`src/rtl/skid_fifo.sv`:
```
// DEPTH-entry elastic valid/ready buffer with registered in_ready/out_valid,
// occupancy reporting, an almost-full flag and a synchronous flush.
module skid_fifo #(
  parameter int DATA_WIDTH        = 32,
  parameter int DEPTH             = 4,
  parameter int ALMOST_FULL_LEVEL = 3
) (
  input  logic                         clk,
  input  logic                         resetn,
  input  logic                         flush,
  input  logic [DATA_WIDTH-1:0]        in_data,
  input  logic                         in_valid,
  output logic                         in_ready,
  output logic [DATA_WIDTH-1:0]        out_data,
  output logic                         out_valid,
  input  logic                         out_ready,
  output logic [$clog2(DEPTH+1)-1:0]   level,
  output logic                         almost_full
);

  localparam int PTR_W = $clog2(DEPTH);
  localparam int LVL_W = $clog2(DEPTH + 1);

  logic [DATA_WIDTH-1:0] mem_q [DEPTH];
  logic [PTR_W-1:0]      wr_ptr_q, wr_ptr_d;
  logic [PTR_W-1:0]      rd_ptr_q, rd_ptr_d;
  logic [LVL_W-1:0]      level_q, level_d;
  logic                  in_ready_q, in_ready_d;
  logic                  out_valid_q, out_valid_d;
  logic                  almost_full_q, almost_full_d;
  logic                  push, pop;

  assign push = in_valid && in_ready_q;
  assign pop  = out_valid_q && out_ready;

  always_comb begin
    wr_ptr_d = wr_ptr_q;
    rd_ptr_d = rd_ptr_q;
    level_d  = level_q + LVL_W'(push) - LVL_W'(pop);
    if (push) wr_ptr_d = wr_ptr_q + PTR_W'(1);
    if (pop)  rd_ptr_d = rd_ptr_q + PTR_W'(1);
    // Flush discards any handshake of the same cycle along with the contents.
    if (flush) begin
      wr_ptr_d = '0;
      rd_ptr_d = '0;
      level_d  = '0;
    end
    in_ready_d    = (level_d != LVL_W'(DEPTH));
    out_valid_d   = (level_d != '0);
    almost_full_d = (level_d >= LVL_W'(ALMOST_FULL_LEVEL));
  end

  always_ff @(posedge clk) begin
    if (!resetn) begin
      wr_ptr_q      <= '0;
      rd_ptr_q      <= '0;
      level_q       <= '0;
      in_ready_q    <= 1'b0;
      out_valid_q   <= 1'b0;
      almost_full_q <= 1'b0;
    end else begin
      wr_ptr_q      <= wr_ptr_d;
      rd_ptr_q      <= rd_ptr_d;
      level_q       <= level_d;
      in_ready_q    <= in_ready_d;
      out_valid_q   <= out_valid_d;
      almost_full_q <= almost_full_d;
    end
  end

  // Storage is not reset; a write during flush or reset lands behind cleared pointers.
  always_ff @(posedge clk) begin
    if (push) mem_q[wr_ptr_q] <= in_data;
  end

  assign out_data    = mem_q[rd_ptr_q];
  assign out_valid   = out_valid_q;
  assign in_ready    = in_ready_q;
  assign level       = level_q;
  assign almost_full = almost_full_q;

endmodule

```
`config.mk`:
```
export PLATFORM = sky130hd
export DESIGN_NAME = skid_fifo
export DESIGN_NICKNAME = d
export VERILOG_FILES = /design/src/rtl/skid_fifo.sv
export SDC_FILE = /design/constraint.sdc
export NUM_CORES = 1
export LEC_CHECK = 0
export ABC_AREA = 1
export CORE_ASPECT_RATIO = 0.8
export CORE_MARGIN = 4
export CORE_UTILIZATION = 58
export DETAILED_ROUTE_END_ITERATION = 8
export MAX_ROUTING_LAYER = met4
export PLACE_DENSITY = 0.84
export SLEW_MARGIN = 20
export SYNTH_ARGS = -nofsm -noshare
export SYNTH_HDL_FRONTEND = slang
export SYNTH_SLANG_ARGS = --single-unit
```
`constraint.sdc`:
```
create_clock -name clk -period 4.9 [get_ports clk]
set_input_delay 0.98 -clock clk [delete_from_list [all_inputs] [get_ports clk]]
set_output_delay 0.98 -clock clk [all_outputs]
set_load 0.05 [all_outputs]
```
==> impl_results.md <==
* Run status: complete, no violations
* Placer Congestion at roughly 0.73
* Post-route cell area at about 0.0067 sq mm
* Hold_buf cts at 0
* Syn Inst Count at between 300 and 400
* Cell taking the most area after synthesis: edfxtp_1
* Max VDD drop at between 300 and 400 uV
* Min-Delay Path Depth at 1
* H-tree depth at 4
* Worst Tran Pin Value at between 1 and 1.5 ns
* Fillers at roughly 520
* Postcts setup bufs at 0
* Buf/Inv on CP at 2
* Required @ worst endpoint at 3.92 ns
* Synth Area in XOR/XNOR at 0.1643%
* Min-Delay Endpoint: rd_ptr_q[0]
* Crit Reg-Reg Endpoint: in_ready
* Full die area at approximately 0.011 sq mm
* Ratio of cells with drive above 1 in the final layout at between 8 and 9%
* Net Count, Synth at roughly 420
* Clk sinks at 140
* Final nets at 499
* Compound-gate portion of the synthesized area at 10.61%
* Initial DRT Pass Iterations at 5
* # rows at 30
* Worst path max stage delay at ~0.96 ns
* Clk root buf: clkbuf_16
* Synth-to-layout area growth at 25.75%
* Global-route wire length before repair at around 17 mm
* Width of the die at 115.2 microns
* HPWL after detailed placement at between 6 and 7 mm
* Yosys cell types at 21
* Post-place setup slack at roughly 1.4 ns
* Starting Density at roughly 61%
* Resize count post-CTS at 0
* Period utilization at around four fifths
* Adder-cell area share of the yosys netlist at 1.784%
* Unrepaired setup endpoints after global routing: false
* Average wire per standard cell at 18.73 microns
* Crit path launch type: flip-flop
* Simple-gate share of the synthesized area at 6.244%
* Critical path's top delay family: buffers and inverters
* Synth Cell Area at approximately 0.0053 sq mm
* Post-Route Setup TNS at 0 ns
* R2R setup slack at between 2 and 3 ns
* Final Hold Viols at 0
* Min-delay src: rd_ptr_q[0]
* RR Startpoint: in_ready
* LEAKAGE at approximately 2.3 nW
* Io pins at 75
* Num CTS Buffers at 17
* FMAX at around 250 MHz
* Routed vias/inst at ~5.8
* DRC Markers at 0
* Seq/Total Area, Yosys at about 77%
* Port buffer count at 74
* Worst-path clk slew at 0.05 ns
* Max-slew violation count at 0
* Critical path endpoint category: output pin
* # placed instances at roughly 550
* Via count of the routed design at between 3,000 and 4,000
* Number of cells on the worst reg-to-reg path at 11
* Hold/Removal Path Class: reg -> reg
* GRT Total Usage at 21.74%
* Yosys warns at 0
* Fin worst setup slack at approximately 0.97 ns
* Post-synth top area share at 72.11%
* Clock skew at 0.005580 ns
* Fin crit period at 3.927 ns
* Maximum capacitance violations at 0
* Arr. time, crit path at between 2 and 3 ns
* Power Dens Cells at between 400 and 500 mW/mm^2
* Fin cells at 579
* Post-Route WL at around 11 mm
* TritonCTS clock tree: done
* Max Root-Sink Buffers at 2
* Avg Inst Size Synth at 14.06 sq um
* Core area at 0.008708 sq mm
* Initial drt markers at about 300
* Mux contribution to synthesized area at 0%
* Worst path slowest cell: dfxtp_2
* GR Overflow Total at 0
* # setup viols final at 0
* DP Area at 0.006100 sq mm
* Largest net degree at the start of global routing at between 60 and 70
* Die Span Y at about 94 microns
* N_diodes at 0
* Vias in the first global route at approximately 3,500
* Synthesized flop and latch total at between 100 and 150
* CP max FO at 50
* Total power at 2.870 mW
* Cells along the critical path: buf_4 > o21ai_0 > o22ai_1 > clkdlybuf4s50_1
* ANT nets after route at 0
* Setup CP Type: reg -> out
* Clock Latency Late Sink at 0.41 ns
* Largest family of logic cells by synthesized area: compound AO/OA/AOI/OAI gates
* Area contributors post-synth: edfxtp_1, nor2_1, dfxtp_1
* Number of antenna violations at the first check in global routing at 0
* Slew HR at 29.28%
## cells in the mapped netlist
master and count:
edfxtp_1 128, nor2_1 69, o21ai_0 40, o22ai_1 32, o21ai_1 28, inv_1 19
dfxtp_1 12, nand2_1 11, buf_6 9, buf_2 6, ha_1 6, a21oi_1 5
buf_4 3, nand3_1 3, nor2_2 2, clkbuf_1 1, fa_1 1, inv_2 1
inv_8 1, nor3_1 1, xor2_1 1
## through the flow
step / hold slack, ns / util (%)
after floorplan: 0.4540 / -
after detailed placement: 0.4836 / 70.04
after CTS: 0.4898 / 76.97
final: 0.4900 / 76.97
after global routing: 0.5307 / 76.97
after global placement: 0.4675 / 70.04
## cell families (layout without fill, tap and decap cells)
| kind of cell | count (synthesis) | in the layout |
|---|---|---|
| and+or+nand+nor | 86 | 86 |
| adders and majority gates | 7 | 7 |
| buffers and inverters | 40 | 128 |
| xor gates and xnor gates | 1 | 1 |
| DFF | 140 | 140 |
| AOI/OAI and AO/OA | 105 | 105 |
## worst register-to-register path, cell delays in order (launching register included)
cell and delay, ns:
dfxtp_1 0.32, nand2_1 0.29, ha_1 0.40, inv_1 0.05, ha_1 0.13, inv_1 0.05
fa_1 0.48, inv_1 0.06, nor3_1 0.13, nand3_1 0.09, nand2_1 0.06, inv_1 0.03
## registers in the layout, summed over array words and instances (netlist names), named ones only
name	count
almost_full	1
in_ready	1
level	3
mem_q	128
out_valid	1
rd_ptr_q	2
wr_ptr_q	2
## per-layer routing
layer	up-vias	global-route usage, %	wire, microns
met5	-	-	0
li1	1542	-	-
met2	159	35.36	5585
met4	0	7.234	49
met3	5	6.246	807
met1	1635	26.43	4401
## power breakdown
part	total, mW	switching, mW	leakage, nW	internal (mW)
logic	0.228	0.148	0.775	0.0796
registers	1.34	0.0114	1.26	1.33
clock network	1.30	0.459	0.297	0.840
## final cells by class
type,count,area [sq um],area share (%)
Clock buffer,17,425.4,6.347
Clock inverter,14,177.7,2.651
Inverter,21,86.33,1.288
Multi-Input combinational cell,199,1032,15.40
Sequential cell,140,4085,60.95
Tap cell,112,140.1,2.091
Timing Repair Buffer,76,755.7,11.27
## cells in the final DEF (no fill, tap or decap), drive strengths merged
cell and n:
inv 21, nand2 11, clkdlybuf4s50 74, edfxtp 128, clkinv 9, xor2 1, bufinv 4, a21oi 5
fa 1, nor2 71, dfxtp 12, clkbuf 17, ha 6, o21ai 68, o22ai 32, buf 2
clkinvlp 1, nand3 3, nor3 1
## how the worst max path moves through the flow
stage	from	to	slack, ns	cells past startpoint
after floorplan	in_valid	mem_q[0][0]	1.94	2
after global placement	flip-flop	out_data[16]	1.45	4
after detailed placement	flip-flop	out_data[25]	1.40	5
after CTS	flip-flop	out_data[30]	0.96	5
after global routing	flip-flop	out_data[22]	0.81	4
final	flip-flop	out_data[22]	0.97	4
No activity file was read; power rests on OpenSTA's default activity.
